## src/rtl/cska_pkg.sv

```systemverilog
// ============================================================================
// cska_pkg : shared FSM encoding and beat-count helpers for cska_wide_seq
// Revision : 1.0
// ============================================================================
`default_nettype none

package cska_pkg;

    typedef enum logic [1:0] {
        ST_IDLE = 2'd0,
        ST_RUN  = 2'd1,
        ST_DONE = 2'd2
    } state_t;

    localparam int C_BLK       = 4;
    localparam int C_DEF_WIDTH = 64;
    localparam int C_DEF_SLICE = 16;
    localparam int C_DEF_N     = C_DEF_WIDTH / C_DEF_SLICE;

    function automatic int num_beats(input int width, input int slice);
        return width / slice;
    endfunction

endpackage

`default_nettype wire

```

## src/rtl/cska_slice.sv

```systemverilog
// ============================================================================
// cska_slice : SLICE-bit carry-skip adder assembled from 4-bit ripple blocks
// Revision   : 1.0
// ============================================================================
`default_nettype none

module cska_slice
    import cska_pkg::*;
#(
    parameter int SLICE = 16
) (
    input  logic [SLICE-1:0] a_i,
    input  logic [SLICE-1:0] b_i,
    input  logic             cin_i,
    output logic [SLICE-1:0] sum_o,
    output logic             cout_o
);

    localparam int C_NB = SLICE / C_BLK;

    logic [C_NB:0] w_c;

    assign w_c[0] = cin_i;

    genvar g;
    generate
        for (g = 0; g < C_NB; g++) begin : g_blk
            logic [C_BLK-1:0] w_p;
            logic [C_BLK-1:0] w_g;
            logic [C_BLK:0]   w_rc;

            assign w_p = a_i[g*C_BLK +: C_BLK] ^ b_i[g*C_BLK +: C_BLK];
            assign w_g = a_i[g*C_BLK +: C_BLK] & b_i[g*C_BLK +: C_BLK];

            always_comb begin
                w_rc[0] = w_c[g];
                for (int i = 0; i < C_BLK; i++) begin
                    w_rc[i+1] = w_g[i] | (w_p[i] & w_rc[i]);
                end
            end

            assign sum_o[g*C_BLK +: C_BLK] = w_p ^ w_rc[C_BLK-1:0];
            // A fully propagating block forwards its carry-in straight past the ripple chain.
            assign w_c[g+1] = (&w_p) ? w_c[g] : w_rc[C_BLK];
        end
    endgenerate

    assign cout_o = w_c[C_NB];

endmodule

`default_nettype wire

```

## src/rtl/cska_wide_seq.sv

```systemverilog
// ============================================================================
// cska_wide_seq : WIDTH-bit add/subtract, computed one SLICE per cycle
// Revision      : 1.0
// ============================================================================
`default_nettype none

module cska_wide_seq
    import cska_pkg::*;
#(
    parameter int WIDTH = C_DEF_WIDTH,
    parameter int SLICE = C_DEF_SLICE
) (
    input  logic             clk,
    input  logic             rst,
    input  logic             in_valid,
    output logic             in_ready,
    input  logic [WIDTH-1:0] a,
    input  logic [WIDTH-1:0] b,
    input  logic             cin,
    input  logic             sub,
    output logic             out_valid,
    input  logic             out_ready,
    output logic [WIDTH-1:0] sum,
    output logic             cout,
    output logic             ovf
);

    localparam int C_N  = num_beats(WIDTH, SLICE);
    localparam int C_KW = (C_N > 1) ? $clog2(C_N) : 1;
    localparam logic [C_KW-1:0] C_LAST = C_KW'(C_N - 1);

    generate
        if ((WIDTH % SLICE) != 0 || (SLICE % C_BLK) != 0) begin : g_bad_params
            $error("cska_wide_seq: WIDTH must be a multiple of SLICE and SLICE a multiple of 4");
        end
    endgenerate

    state_t           state_q, state_d;
    logic [C_KW-1:0]  k_q, k_d;
    logic             carry_q, carry_d;
    logic [WIDTH-1:0] a_q, a_d;
    logic [WIDTH-1:0] b_q, b_d;
    logic [WIDTH-1:0] sum_q, sum_d;
    logic             cout_q, cout_d;
    logic             ovf_q, ovf_d;

    logic [SLICE-1:0] slice_sum;
    logic             slice_cout;

    cska_slice #(
        .SLICE (SLICE)
    ) u_slice (
        .a_i    (a_q[k_q*SLICE +: SLICE]),
        .b_i    (b_q[k_q*SLICE +: SLICE]),
        .cin_i  (carry_q),
        .sum_o  (slice_sum),
        .cout_o (slice_cout)
    );

    always_comb begin
        state_d = state_q;
        k_d     = k_q;
        carry_d = carry_q;
        a_d     = a_q;
        b_d     = b_q;
        sum_d   = sum_q;
        cout_d  = cout_q;
        ovf_d   = ovf_q;
        case (state_q)
            ST_IDLE: begin
                if (in_valid) begin
                    // Subtraction is A + ~B + 1, so B is stored already inverted.
                    a_d     = a;
                    b_d     = sub ? ~b : b;
                    carry_d = sub ? 1'b1 : cin;
                    k_d     = '0;
                    state_d = ST_RUN;
                end
            end
            ST_RUN: begin
                sum_d[k_q*SLICE +: SLICE] = slice_sum;
                carry_d = slice_cout;
                k_d     = k_q + 1'b1;
                if (k_q == C_LAST) begin
                    cout_d  = slice_cout;
                    ovf_d   = (a_q[WIDTH-1] == b_q[WIDTH-1]) &&
                              (slice_sum[SLICE-1] != a_q[WIDTH-1]);
                    state_d = ST_DONE;
                end
            end
            ST_DONE: begin
                if (out_ready) begin
                    state_d = ST_IDLE;
                end
            end
            default: state_d = ST_IDLE;
        endcase
    end

    always_ff @(posedge clk) begin
        if (rst) begin
            state_q <= ST_IDLE;
            k_q     <= '0;
            carry_q <= 1'b0;
            a_q     <= '0;
            b_q     <= '0;
            sum_q   <= '0;
            cout_q  <= 1'b0;
            ovf_q   <= 1'b0;
        end else begin
            state_q <= state_d;
            k_q     <= k_d;
            carry_q <= carry_d;
            a_q     <= a_d;
            b_q     <= b_d;
            sum_q   <= sum_d;
            cout_q  <= cout_d;
            ovf_q   <= ovf_d;
        end
    end

    assign in_ready  = (state_q == ST_IDLE);
    assign out_valid = (state_q == ST_DONE);
    assign sum       = sum_q;
    assign cout      = cout_q;
    assign ovf       = ovf_q;

endmodule

`default_nettype wire

```

## config.mk

```make
export PLATFORM = sky130hd
export DESIGN_NAME = cska_wide_seq
export DESIGN_NICKNAME = d
export VERILOG_FILES = /design/src/rtl/cska_pkg.sv /design/src/rtl/cska_slice.sv /design/src/rtl/cska_wide_seq.sv
export SDC_FILE = /design/constraint.sdc
export NUM_CORES = 1
export LEC_CHECK = 0
export ABC_AREA = 1
export BUFFER_PORTS_ARGS = -buffer_cell sky130_fd_sc_hd__buf_4
export CORE_AREA = 3 3 142 144
export CTS_CLUSTER_DIAMETER = 30
export DETAILED_ROUTE_END_ITERATION = 16
export DIE_AREA = 0 0 145 147
export GPL_ROUTABILITY_DRIVEN = 0
export MAX_ROUTING_LAYER = met4
export PLACE_DENSITY = 0.8
export SLEW_MARGIN = 20
export SYNTH_ARGS = -nofsm -noshare
export SYNTH_HDL_FRONTEND = slang
export SYNTH_HIERARCHICAL = 1
export SYNTH_SLANG_ARGS = --single-unit
```

## constraint.sdc

```tcl
create_clock -name clk -period 8.5 [get_ports clk]
set_input_delay 0 -clock clk [delete_from_list [all_inputs] [get_ports clk]]
set_output_delay 0 -clock clk [all_outputs]
set_load 0.02 [all_outputs]
```

==> results.md, run 1 <==
- Status: complete, no violations
- Drt pass-1 iters: 5
- Share of layout cells above drive strength 1: 0.188
- Clock Path Buffers: 2
- IO Pins: around 200
- Startpoint types: register
- FF-to-FF path depth: 31
- Synth top area share: 0.419
- Vias in the first global route: roughly 9,400
- Area grow syn2layout: 36.6%
- Die height: between 100 and 150 µm
- Core area: 18,800 µm²
- Dpl cells: between 1,500 and 2,000
- Synth top area cells: dfxtp_1, nand2_1, nor2_1, a21oi_1, o21ai_0
- P_leak: roughly 5.5 nW
- # DRC: 0
- Distinct cells, synth: 34
- PwrDens: ~190 nW/µm²
- Layout Nets: between 1,500 and 2,000
- CP max stage delay: about 0.46 ns
- Fin. max-slew vios: 0
- Critical path class: register to register
- CTS root buf: clkbuf_16
- Total power: ~2.4 mW
- Mapped Nets: 1,441
- Die W: roughly 150 µm
- I/O Buffers: about 200
- Vias/cell: about 5.3
- Most area-hungry cell type in the Yosys netlist: dfxtp_1
- DR vias: ~9,700
- Die area: ~21,000 µm²
- Final ANT Viol Nets: 0
- Largest net degree at the start of global routing: 129
- Worst skew pair latency: about 0.43 ns
- Required time worst endpoint: between 8 and 9 ns
- Post-Layout Cell Count: around 1,800
- Post-DP HPWL: between 15,000 and 20,000 µm
- Clock H-tree levels: 4
- Final Hold Fails: 0
- Syn Area/Cell: 7.48 µm²
- Setup violators final: 0
- Largest fanout on the critical path: 12
- DR iter-0 viols: a little under 900
- WL/cell: between 15 and 20 µm
- CP max-delay cell: fa_1
- Worst setup EP type: register
- Rows: 50
- Max Fclk: 0.122 GHz
- YS warnings: 6
- #FFs+latches synth: around 200
- Peak supply drop: 0.000141 V
- Worst Tran Pin Value: around 1.1 ns
- Async set-reset flop share out of synthesis: 0
- # clock sinks: 199
- Placed inst area: 11,000 µm²
- Critical path arrival: 8.56 ns
- Slew margin rel.: 0.276
- Hold Path Class: input port to register
- Tmin final: just over 8 ns
- Initial Utilization: 0.504
- Cell mode on critical path: fa_2
- Initial antenna violation count: 2
- Mapped cell area: 9500 µm²
- CTS clock-pin slew for the worst setup and hold paths: roughly 0.07 ns
- CTS Buf Count: 17
- Ys flop type: dfxtp_1
- Sequential share of the synthesized area: 0.419
- Max-cap violations: 0
- Syn Inst Count: around 1,300
- EDFF count, synth: 0
- Worst Clk Skew: 0.00898 ns
- Final worst path period share: 0.965
- Hold Crit Depth: 7
- GR Util All Layers: 0.278
- Total grt overflow: 0
- TritonCTS clock tree: done
- Design area: 13,000 µm²
- First-pass GRT wire length: 46,900 µm
- Routed WL: between 20,000 and 30,000 µm
-- routing by layer --
metal | routed length (µm) | up-vias | share of wire | track usage
met2 | 14200 | 480 | 0.48 | 0.453
met4 | 1320 | 0 | 0.044 | 0.127
met3 | 2260 | 103 | 0.076 | 0.0531
met1 | 12000 | 4429 | 0.40 | 0.338
li1 | - | 4659 | - | -
met5 | 0 | - | 0 | -
-- final timing paths --
| kind | from | endpoint | slack [ns] |
|---|---|---|---|
| min reg2reg | sum[26] | sum[26] | 0.46 |
| max reg2reg | k_q[1] | sum[63] | 0.29 |
| max | k_q[1] | sum[63] | 0.29 |
| min | cin | carry_q | 0.05 |
-- synthesized netlist by cell type, types with 21 or more instances --
cell type	count
buf_2	23
nand2_1	264
clkbuf_1	42
ha_1	21
dfxtp_1	199
a21oi_1	132
xor2_1	64
buf_4	21
o22ai_1	32
o21ai_0	130
nor2_1	217
inv_1	38
-- timing repair --
| item | 4_1_cts | 5_1_grt |
|---|---|---|
| pin swaps | 0 | 3 |
| setup buffers | 1 | 6 |
| gates resized for setup | 7 | 24 |
| hold buffers | 130 | 0 |
| hold endpoints to repair | 130 | 0 |
| endpoints found under the setup margin | 5 | 8 |
-- cells by family after synthesis --
family | count (synthesis) | synth area share
flip-flops | 199 | 0.419
AND/OR/NAND/NOR | 533 | 0.228
XOR/XNOR | 64 | 0.0590
AO/OA/AOI/OAI | 299 | 0.163
adder cells (fa/ha/maj) | 37 | 0.0614
buffers and inverters | 138 | 0.0688
-- cell type report --
cell class,instances,area [µm²]
Inverter,43,171
Tap cell,260,325
Multi-Input combinational cell,933,4920
Fill cell,1432,5850
Sequential cell,199,3990
Clock buffer,20,447
Clock inverter,12,136
Antenna cell,2,5.00
Timing Repair Buffer,351,2980
-- critical path: cells and delay by family (launching register included) --
family,cells,cell delay [ns]
AOI/OAI and AO/OA,5,0.72
adders and majority gates,15,5.52
and+or+nand+nor,7,1.02
buffers and inverters,4,0.49
DFF,1,0.38
-- cell usage in the layout, fill, tap and decap left out, types with 4 or more instances in the layout --
cell type and n:
a21oi_1 131, buf_4 218, clkbuf_16 17, clkinv_2 4, dfxtp_1 197, dlygate4sd3_1 130, fa_1 8, fa_2 8
ha_1 21, inv_1 35, inv_2 5, inv_6 8, nand2_1 264, nand3_1 4, nand4_1 17, nor2_1 215
nor2_4 4, nor3_1 15, o21ai_0 125, o22ai_1 29, xor2_1 64
-- stage by stage --
step	util	hold slack, ns	worst slack [ns]	setup TNS [ns]
floorplan	-	0.164	0.143	0
CTS	0.683	0.0467	0.0438	0
detailed placement	0.582	0.258	-0.194	-0.463
global route	0.689	0.109	-0.0224	-0.0233
finish	0.689	0.0524	0.294	0
global placement	0.582	0.256	0.0289	0
-- state kept, by name, indices dropped and copies added, names as in the netlist --
register and flops:
state_q 2, b_q 64, a_q 64, carry_q 1
sum 64, cout 1, k_q 2, ovf 1
-- where the power goes --
group | total [mW] | internal, mW | switching [mW]
clock | 0.816 | 0.448 | 0.369
sequential | 1.03 | 0.988 | 0.0385
combinational | 0.575 | 0.239 | 0.336
total | 2.42 | 1.67 | 0.743
No activity file was read; power rests on OpenSTA's default activity.
==> inputs of run 2 (changes only) <==
Settings changed: ABC_AREA 1 to not set, CORE_AREA 3 3 142 144 to 3 3 139 141, DIE_AREA 0 0 145 147 to 0 0 142 144.
==> run 2 against run 1 <==
Clock skew grew 0.0090 ns. Design area shrank 4.2%. Register-to-register slack lost 0.05 ns. Final cell count shrank 21%. Wire length shrank 6.1%. Critical endpoint is now ovf. Hold slack gained 0.16 ns. Core utilization shrank 0.18 points.
==> results.md, run 2 <==
- Status: complete, no violations (unchanged)
- Drt pass-1 iters: 5 (unchanged)
- Design area: 12,400 µm² (was 13,000 µm²)
- Routed WL: 27,900 µm (was 29,800 µm)
- Clock Path Buffers: 2 (unchanged)
- GR Util All Layers: 0.276 (was 0.278)
- Setup violators final: 0 (unchanged)
- Cell mode on critical path: fa_1 (was fa_2)
- Hold Startpoint: rst (was cin)
- Most area-hungry cell type in the Yosys netlist: dfxtp_1 (unchanged)
- Startpoint types: register (unchanged)
- DR top layer: met4 (unchanged)
- Peak supply drop: 0.000140 V (was 0.000141 V)
- CP max stage delay: 0.52 ns (was 0.46 ns)
- Final Hold Fails: 0 (unchanged)
- Area grow syn2layout: 39.7% (was 36.6%)
- Final ANT Viol Nets: 0 (unchanged)
- P_leak: 4.98 nW (was 5.50 nW)
- Die height: 144 µm (was 147 µm)
- Initial antenna violation count: 3 (was 2)
- CP max-delay cell: mux4_2 (was fa_1)
- Clock H-tree levels: 4 (unchanged)
- Commonest cells after routing, fill and taps aside: buf_4, dfxtp_1, nand2_1 (was nand2_1, buf_4, nor2_1)
- I/O Buffers: 201 (unchanged)
- Largest net degree at the start of global routing: 104 (was 129)
- Mapped Nets: 1,078 (was 1,441)
- Most numerous cell in the Yosys netlist: dfxtp_1 (was nand2_1)
- DR vias: 8,009 (was 9,671)
- Worst setup EP type: register (unchanged)
- Wire length on met1: 11,200 µm (was 12,000 µm)
- Critical path arrival: 8.62 ns (was 8.56 ns)
- Syn Inst Count: 907 (was 1,270)
- YS warnings: 6 (unchanged)
- Syn Area/Cell: 9.81 µm² (was 7.48 µm²)
- Layout Nets: 1,369 (was 1,716)
- CP startpoint: k_q[0] (was k_q[1])
- TritonCTS clock tree: done (unchanged)
- Final core utilization: 0.687 (was 0.689)
- Core area: 18,100 µm² (was 18,800 µm²)
- Async set-reset flop share out of synthesis: 0 (unchanged)
- CTS clock-pin slew for the worst setup and hold paths: 0.07 ns (about the same)
- Ys flop type: dfxtp_1 (unchanged)
- Synth top area share: 0.448 (was 0.419)
- Post-DP HPWL: 17,400 µm (was 19,300 µm)
- Sequential share of the synthesized area: 0.448 (was 0.419)
- Worst Clk Skew: 0.0179 ns (was 0.00898 ns)
- Rows: 49 (was 50)
- WL/cell: 19.4 µm (was 16.4 µm)
- Critical path class: register to register (unchanged)
- Max Fclk: 0.121 GHz (was 0.122 GHz)
- DR iter-0 viols: 662 (was 865)
- CTS Buf Count: 17 (unchanged)
- EDFF count, synth: 0 (unchanged)
- Met2 WL: 13,400 µm (was 14,200 µm)
- Routed length on met3: 1920 µm (was 2260 µm)
- Mapped cell area: 8900 µm² (was 9500 µm²)
- Max-cap violations: 0 (unchanged)
- Share of layout cells above drive strength 1: 0.252 (was 0.188)
- Synth top area cells: dfxtp_1, mux4_2, xnor2_1, nand2_1, a211oi_1 (was dfxtp_1, nand2_1, nor2_1, a21oi_1, o21ai_0)
- Distinct cells, synth: 40 (was 34)
- Hold Path Class: input port to register (unchanged)
- Slew margin rel.: 0.307 (was 0.276)
- Fillers: 1,270 (was 1,432)
- First-pass GRT wire length: 42,800 µm (was 46,900 µm)
- Worst skew pair latency: 0.46 ns (was 0.43 ns)
- Vias/cell: 5.55 (was 5.31)
- Fin. max-slew vios: 0 (unchanged)
- Placed inst area: 10,500 µm² (was 11,000 µm²)
- Largest fanout on the critical path: 5 (was 12)
- #FFs+latches synth: 199 (unchanged)
- IO Pins: 202 (unchanged)
- Worst r2r src: k_q[0] (was k_q[1])
- Worst Tran Pin Value: 1.04 ns (was 1.09 ns)
- Vias in the first global route: 8,004 (was 9,364)
- # clock sinks: 199 (unchanged)
- Die area: 20,400 µm² (was 21,300 µm²)
- # DRC: 0 (unchanged)
- CTS root buf: clkbuf_16 (unchanged)
- Most common cell after layout, fill and taps aside: buf_4 (was nand2_1)
- Commonest cells post-synth: dfxtp_1, nand2_1, nor2_1 (was nand2_1, nor2_1, dfxtp_1)
- PwrDens: 179 nW/µm² (was 186 nW/µm²)
- Final worst path period share: 0.972 (was 0.965)
- Required time worst endpoint: 8.86 ns (about the same)
- Tmin final: 8.26 ns (was 8.21 ns)
- Initial Utilization: 0.492 (was 0.504)
- Total power: 2.23 mW (was 2.42 mW)
- Total grt overflow: 0 (unchanged)
- Die W: 142 µm (was 145 µm)
-- run 2: cell families after synthesis --
group	synth area share
flops	0.448
fa+ha+maj	0.0655
buf+inv	0.0470
simple gates	0.134
mux	0.0853
compound gates	0.158
xor+xnor	0.0630
-- run 2: area by class of cell --
class	count	area, µm²	area share
clock buffers	17	425	0.0342
well taps	229	287	0.0230
clock inverters	15	161	0.0130
diodes	4	10.0	0.000805
inverters	27	101	0.00815
flip-flops and latches	199	3990	0.321
repair buffers	346	2930	0.235
multi-input cells	607	4530	0.365
-- run 2: path summary, 6_finish.rpt --
kind              slack [ns]  cells after the start      to
setup reg to reg        0.24                     28     ovf
hold / removal          0.21                      2    cout
hold reg to reg         0.46                      2  a_q[9]
setup / recovery        0.24                     28     ovf
-- run 2: power by group --
part	leakage, nW	switching, mW	internal (mW)
Sequential	1.63	0.0330	0.982
Combinational	3.07	0.207	0.199
Clock	0.284	0.392	0.417
-- run 2: stage by stage --
step / hold slack [ns] / worst slack [ns] / std cells / setup TNS [ns]
finish: 0.213 / 0.242 / 1444 / 0
global route: 0.251 / -0.0224 / 1443 / -0.0224
CTS: 0.205 / 0.0209 / 1437 / 0
detailed placement: 0.255 / -0.0492 / 1274 / -0.0492
global placement: 0.248 / 0.175 / 1274 / 0
floorplan: 0.136 / 0.0480 / 907 / 0
-- run 2: worst max-delay path: cells and delay by family, from the launching register on --
kind / cells / cell delay, ns
fa+ha+maj: 16 / 5.82
mux: 2 / 0.81
compound gates: 3 / 0.55
flops: 1 / 0.37
buf+inv: 4 / 0.34
simple gates: 3 / 0.24
-- run 2: repair_timing --
action	4_1_cts	5_1_grt
endpoints found under the hold margin	132	0
hold buffers	131	0
pin swaps	1	1
endpoints found under the setup margin	1	7
buffers inserted	0	3
gates resized for setup	2	9
-- run 2: layer usage --
layer	GRT usage	vias up
li1	-	3738
met1	0.339	3770
met2	0.444	404
met3	0.0443	97
met4	0.141	0
met5	-	-
